**config.mk**
```make
export PLATFORM = sky130hd
export DESIGN_NAME = seg7_scan
export DESIGN_NICKNAME = d
export VERILOG_FILES = /design/src/rtl/seg7_pkg.sv /design/src/rtl/seg7_hex_decode.sv /design/src/rtl/seg7_scan.sv
export SDC_FILE = /design/constraint.sdc
export NUM_CORES = 1
export LEC_CHECK = 0
export CAP_MARGIN = 15
export CORE_MARGIN = 2
export CORE_UTILIZATION = 48
export CTS_BUF_LIST = sky130_fd_sc_hd__clkbuf_8 sky130_fd_sc_hd__clkbuf_16
export DETAILED_ROUTE_END_ITERATION = 8
export PLACE_DENSITY = 0.8
export RECOVER_POWER = 100
export SYNTH_ARGS = -nofsm -noshare
export SYNTH_HDL_FRONTEND = slang
export SYNTH_SLANG_ARGS = --single-unit
```
**constraint.sdc**
```tcl
create_clock -name seg_clk -period 2.92 [get_ports seg_clk]
set_input_delay 0.584 -clock seg_clk [delete_from_list [all_inputs] [get_ports seg_clk]]
set_output_delay 0.584 -clock seg_clk [all_outputs]
set_load 0.02 [all_outputs]
```
**src/rtl/seg7_pkg.sv**
```systemverilog
`default_nettype none
// +----------------------------------------------------------------------+
// | seg7_pkg                                                             |
// | Shared constants for the 8-digit hex 7-segment scan driver.          |
// | Revision: 1.0                                                        |
// +----------------------------------------------------------------------+
package seg7_pkg;

  localparam int unsigned NUM_DIGITS = 8;

  typedef logic [3:0] nibble_t;
  typedef logic [7:0] seg_t;

  // Active-low cathodes {dp,g,f,e,d,c,b,a}; dp is always off
  localparam seg_t SEG_BLANK = 8'hFF;
  localparam seg_t SEG_HEX_0 = 8'hC0;
  localparam seg_t SEG_HEX_1 = 8'hF9;
  localparam seg_t SEG_HEX_2 = 8'hA4;
  localparam seg_t SEG_HEX_3 = 8'hB0;
  localparam seg_t SEG_HEX_4 = 8'h99;
  localparam seg_t SEG_HEX_5 = 8'h92;
  localparam seg_t SEG_HEX_6 = 8'h82;
  localparam seg_t SEG_HEX_7 = 8'hF8;
  localparam seg_t SEG_HEX_8 = 8'h80;
  localparam seg_t SEG_HEX_9 = 8'h90;
  localparam seg_t SEG_HEX_A = 8'h88;
  localparam seg_t SEG_HEX_B = 8'h83;
  localparam seg_t SEG_HEX_C = 8'hC6;
  localparam seg_t SEG_HEX_D = 8'hA1;
  localparam seg_t SEG_HEX_E = 8'h86;
  localparam seg_t SEG_HEX_F = 8'h8E;

endpackage
`default_nettype wire

```
**src/rtl/seg7_hex_decode.sv**
```systemverilog
`default_nettype none
// +----------------------------------------------------------------------+
// | seg7_hex_decode                                                      |
// | Combinational nibble to active-low 7-segment pattern.                |
// | Revision: 1.0                                                        |
// +----------------------------------------------------------------------+
module seg7_hex_decode
  import seg7_pkg::*;
(
  input  logic [3:0] i_nibble,
  output logic [7:0] o_seg
);

  always_comb begin
    o_seg = SEG_BLANK;
    case (i_nibble)
      4'h0: o_seg = SEG_HEX_0;
      4'h1: o_seg = SEG_HEX_1;
      4'h2: o_seg = SEG_HEX_2;
      4'h3: o_seg = SEG_HEX_3;
      4'h4: o_seg = SEG_HEX_4;
      4'h5: o_seg = SEG_HEX_5;
      4'h6: o_seg = SEG_HEX_6;
      4'h7: o_seg = SEG_HEX_7;
      4'h8: o_seg = SEG_HEX_8;
      4'h9: o_seg = SEG_HEX_9;
      4'hA: o_seg = SEG_HEX_A;
      4'hB: o_seg = SEG_HEX_B;
      4'hC: o_seg = SEG_HEX_C;
      4'hD: o_seg = SEG_HEX_D;
      4'hE: o_seg = SEG_HEX_E;
      4'hF: o_seg = SEG_HEX_F;
      default: o_seg = SEG_BLANK;
    endcase
  end

endmodule
`default_nettype wire

```
**src/rtl/seg7_scan.sv**
```systemverilog
`default_nettype none
// +----------------------------------------------------------------------+
// | seg7_scan                                                            |
// | Time-multiplexed 8-digit hex display driver, common-anode, with a    |
// | per-frame snapshot of the displayed word.                            |
// | Revision: 1.0                                                        |
// +----------------------------------------------------------------------+
module seg7_scan
  import seg7_pkg::*;
#(
  parameter int unsigned SCAN_DIV  = 100000,
  parameter int unsigned BLANK_CYC = 2
) (
  input  logic        seg_clk,
  input  logic        segrst,
  input  logic [31:0] segdata,
  input  logic [7:0]  segen,
  input  logic        blank_lz,
  output logic [7:0]  seg_an,
  output logic [7:0]  seg_out
);

  localparam int unsigned CNT_W = (SCAN_DIV > 2) ? $clog2(SCAN_DIV) : 1;
  localparam int unsigned IDX_W = $clog2(NUM_DIGITS);
  localparam logic [CNT_W-1:0] c_CNT_LAST = CNT_W'(SCAN_DIV - 1);
  localparam logic [CNT_W-1:0] c_BLANK    = CNT_W'(BLANK_CYC);

  logic [CNT_W-1:0] r_cnt;
  logic [IDX_W-1:0] r_idx;
  logic [31:0]      r_snap;
  logic [7:0]       r_an;
  logic [7:0]       r_seg;

  logic [4:0]  w_bit_pos;
  logic [3:0]  w_nibble;
  logic [31:0] w_upper;
  logic        w_lz_blank;
  logic        w_lit;
  logic [7:0]  w_hex;
  logic [7:0]  w_an_sel;

  assign w_bit_pos  = {r_idx, 2'b00};
  assign w_nibble   = r_snap[w_bit_pos +: 4];
  assign w_upper    = r_snap >> w_bit_pos;
  // Digit 0 is exempt so an all-zero word still shows a single "0"
  assign w_lz_blank = blank_lz && (r_idx != '0) && (w_upper == 32'd0);
  assign w_lit      = (r_cnt >= c_BLANK) && segen[r_idx] && !w_lz_blank;
  assign w_an_sel   = ~(8'b0000_0001 << r_idx);

  seg7_hex_decode u_hex_decode (
    .i_nibble (w_nibble),
    .o_seg    (w_hex)
  );

  always_ff @(posedge seg_clk) begin
    if (segrst) begin
      r_cnt  <= '0;
      r_idx  <= '0;
      r_snap <= 32'd0;
      r_an   <= SEG_BLANK;
      r_seg  <= SEG_BLANK;
    end else begin
      if (r_cnt == c_CNT_LAST) begin
        r_cnt <= '0;
        r_idx <= r_idx + 1'b1;
      end else begin
        r_cnt <= r_cnt + 1'b1;
      end

      // Load cycle is always within the blank window, so no stale digit shows
      if ((r_idx == '0) && (r_cnt == '0)) begin
        r_snap <= segdata;
      end

      r_an  <= w_lit ? w_an_sel : SEG_BLANK;
      r_seg <= w_lit ? w_hex    : SEG_BLANK;
    end
  end

  assign seg_an  = r_an;
  assign seg_out = r_seg;

endmodule
`default_nettype wire

```
==> results.md <==
Outcome:
- The run finished, with violations left.
- The checks that failed: capacitance limit, slew limit.

Synthesis:
- The synthesized netlist contains 51 unique library cells.
- The fraction of synthesis flops using an asynchronous set or reset pin is 0%.
- The dominant cell type by area after synthesis is sky130_fd_sc_hd__dfxtp_1.
- In the synthesized netlist, the number of instances is 360.
- In this run the biggest area consumer among cell types represents about two fifths of the synthesized area.
- The combined area of all synthesized cells is between 0.003 and 0.004 mm^2.
- The number of warnings issued by yosys is 0.
- The share of the yosys chip area belonging to registers is just under 40%.
- The flip-flop and latch count after synthesis is 67.
- In this run, synthesis inferred 0 flip-flops with an integrated enable.
- Averaged over all synthesized cells, the footprint is 9.683 um^2.
- The number of nets in the synthesized netlist is 417.
- For this run, the leading register cell type out of synthesis is sky130_fd_sc_hd__dfxtp_1.
- By area the synthesized netlist is led by sky130_fd_sc_hd__dfxtp_1, sky130_fd_sc_hd__mux2i_1, sky130_fd_sc_hd__nor2_1.

Placed design:
- Routability-driven placement finished with a final weighted congestion of roughly 0.97.
- The number of placed instances, taps included, is ~500.
- The wire-length estimate of the detail-placed layout is roughly 5.8 mm.
- The count of buffers added on input and output ports is 57.
- The worst setup slack after placement is around 0.26 ns.

Finish:
- The area growth from synthesis to layout is 23.83%.
- Counting the fill cells in the layout gives roughly 610.
- The final layout contains between 400 and 500 nets.
- The number of non-filler instances in the completed layout is slightly above 500.
- The area taken by flip-flops and latches is about 0.0013 mm^2.
- The post-route netlist has around 11% of its cells at a drive strength greater than 1.
- Once layout is complete, the utilization of the core stands at 60.48%.
- The count of antenna diodes in the layout is 0.
- In the final layout, the multi-input gates occupy between 0.0015 and 0.002 mm^2.

Min path:
- The worst hold path was traced through 2 stages.
- The worst hold path belongs to the class reg2reg.

Clock network:
- The post-CTS setup-driven buffer insertion count is 0.
- The deepest level of the CTS H-tree is 3.
- Counting the buffers created by CTS gives 9.
- TritonCTS built the clock tree.
- The clock reaches the later pin of the worst-skew pair after about 0.34 ns.
- No sink is reached through more buffers than the 2 on the longest clock path.
- The number of sinks driven by the clock tree is between 60 and 70.
- The hold-fix buffer count after cts is 0.
- The tree is rooted in a sky130_fd_sc_hd__clkbuf_8.
- After clock tree synthesis, the clock-pin slew on the worst setup and hold paths is 0.07 ns.

Pwr:
- VDD sags by at most about 0.00021 V.
- The leakage power figure is 1.695 nW.
- In this run the power density over the cells is slightly above 500 mW/mm^2.

Drt:
- The number of remaining DRC errors is 0.
- The number of vias per cell after detailed routing is 5.453.
- In the final routed layout, each cell accounts on average for roughly 15 um.
- The first TritonRoute pass finished after 4 iterations.
- For this block, the initial DRC count from the detailed router was 170.
- The total detailed-routing wirelength is around 8 mm.
- The remaining antenna violation count after routing is 0.
- Across all layers, the routed design uses 2830 vias.

Critical path:
- In this run the worst path has a maximum fanout of 37.
- STA classifies the critical path endpoint as a flip-flop.
- The kind of start point of the critical path is a primary input.
- The type of the worst setup path is in2reg.
- The worst reg2reg path depth is 7.
- Data on the critical path is required at its endpoint by about 3.1 ns.
- Data on the critical path arrives at its endpoint at 2.93 ns.

Die:
- In this run the horizontal extent of the chip is just under 90 um.
- The core region is between 0.007 and 0.008 mm^2.
- The number of cell rows is 31.
- For this configuration, the core starts out at a cell density of about 49%.
- The vertical die dimension is 89.22 um.
- The floorplan step defined a die boundary enclosing about 0.0080 mm^2.
- For this design the top-level I/O count stands at between 50 and 60.

Timing:
- Setup slack on the critical path of the routed design comes to around 0.20 ns.
- Across the routed clock network, the largest skew measured is around 0.0074 ns.
- Final hold analysis gives a worst-case slack of 0.5227 ns.
- The number of failing hold endpoints at the final stage is 0.
- The pin slew with the least headroom to its limit is between 1.5 and 2 ns.
- The total count of max-transition violations in the final report is 38.
- The timing-limited maximum frequency is roughly 370 MHz.
- The clock period minus worst slack is around 2.7 ns.
- The final critical-path share of the clock period is 93.20%.
- In this run the tightest slew margin relative to its limit is -9.015%.
- The setup violation total in the final timing report is 0.

Global route:
- The via count of the first global-routing pass is between 2000 and 3000.
- The first global-routing pass estimated between 10 and 15 mm of wire.
- The total overflow left after global routing is 0.
- The number of antenna violations at the first check in global routing is 0.
- The largest net degree at the start of global routing is 38.
- The global-route usage over all layers is a little over a fifth.

Run:
- Max-cap violations in this run came to 1.
## synthesized netlist by cell type (all sizes together) (3+ instances only)
cell / n
nand2: 13
o211ai: 4
mux4: 9
xnor2: 7
inv: 14
clkbuf: 4
ha: 14
nand3: 10
and3: 3
nor4: 12
nand4: 5
xor2: 10
nor3: 15
nor2: 64
buf: 17
dfxtp: 67
o21ai: 9
mux2: 5
a22oi: 5
a211oi: 3
a21oi: 4
mux2i: 41
## timing repair
item,CTS,global route
endpoints found under the hold margin,0,0
gates resized for setup,0,1
endpoints found under the setup margin,0,1
## sequential cells by signal, indices dropped and copies added, names as in the netlist
register  cells
r_idx         3
seg_out       7
r_snap       32
r_cnt        17
seg_an        8
## layer usage
layer  track usage [%]  vias to the layer above  share of wire (%)
met5                 0                        -                  0
met4             9.227                        0                1.8
met3             5.171                       14                5.1
met2             33.40                       91                 48
met1             28.00                     1330                 45
li1                  -                     1395                  -
## final timing paths
kind                                    to  slack, ns       from
worst max register to register  seg_out[3]       0.21   r_idx[1]
worst min register to register   r_snap[3]       0.52  r_snap[3]
worst max-delay path              r_cnt[6]       0.20     segrst
worst min-delay path             r_snap[3]       0.52  r_snap[3]
## worst max-delay path: stages
cell and delay, ns:
sky130_fd_sc_hd__clkdlybuf4s50_1 0.48, sky130_fd_sc_hd__clkbuf_1 1.18, sky130_fd_sc_hd__or2_1 0.57, sky130_fd_sc_hd__nor2_1 0.12
## stage by stage
stage	area, um^2	power, mW	setup TNS, ns
after detailed placement	4116	1.498	0
after CTS	4314	2.232	0
after global placement	4116	1.484	0
after floorplan	3486	1.346	0
final	4317	2.217	0
after global routing	4317	2.326	-0.0006595
## layout by cell type (no fill, tap or decap), types with 3 or more instances in the layout
master and count:
sky130_fd_sc_hd__a211oi_1 3, sky130_fd_sc_hd__a21oi_1 4, sky130_fd_sc_hd__a22oi_1 5, sky130_fd_sc_hd__and3_1 3
sky130_fd_sc_hd__buf_4 7, sky130_fd_sc_hd__clkbuf_8 14, sky130_fd_sc_hd__clkdlybuf4s50_1 42, sky130_fd_sc_hd__dfxtp_1 67
sky130_fd_sc_hd__dlygate4sd3_1 15, sky130_fd_sc_hd__ha_1 14, sky130_fd_sc_hd__inv_1 13, sky130_fd_sc_hd__mux2i_1 40
sky130_fd_sc_hd__mux4_2 9, sky130_fd_sc_hd__nand2_1 13, sky130_fd_sc_hd__nand3_1 10, sky130_fd_sc_hd__nand4_1 5
sky130_fd_sc_hd__nor2_1 64, sky130_fd_sc_hd__nor3_1 13, sky130_fd_sc_hd__nor4_1 10, sky130_fd_sc_hd__o211ai_1 4
sky130_fd_sc_hd__o21ai_1 9, sky130_fd_sc_hd__xnor2_1 7, sky130_fd_sc_hd__xor2_1 10
## cell type report
cell class	count	area share, %
Multi-Input combinational cell	258	45.62
Tap cell	99	2.870
Clock inverter	1	0.1159
Sequential cell	67	31.07
Inverter	14	1.217
Clock buffer	14	4.464
Timing Repair Buffer	66	14.64
## cells by family (layout without fill, tap and decap cells)
logic type	count (synthesis)	in the layout	share of synthesized area [%]
buf+inv	35	95	5.456
compound gates	39	39	8.364
flops	67	67	38.48
fa+ha+maj	14	14	5.025
xor+xnor	17	17	4.271
simple gates	132	132	18.63
other cells	1	1	0.1076
mux	55	55	19.67
## power breakdown
group / leakage (nW) / internal (mW) / switching (mW)
sequential: 0.549 / 0.975 / 0.0568
combinational: 1.04 / 0.227 / 0.222
clock: 0.105 / 0.418 / 0.318
total: 1.70 / 1.62 / 0.597
Power figures use the tool's default switching activity.
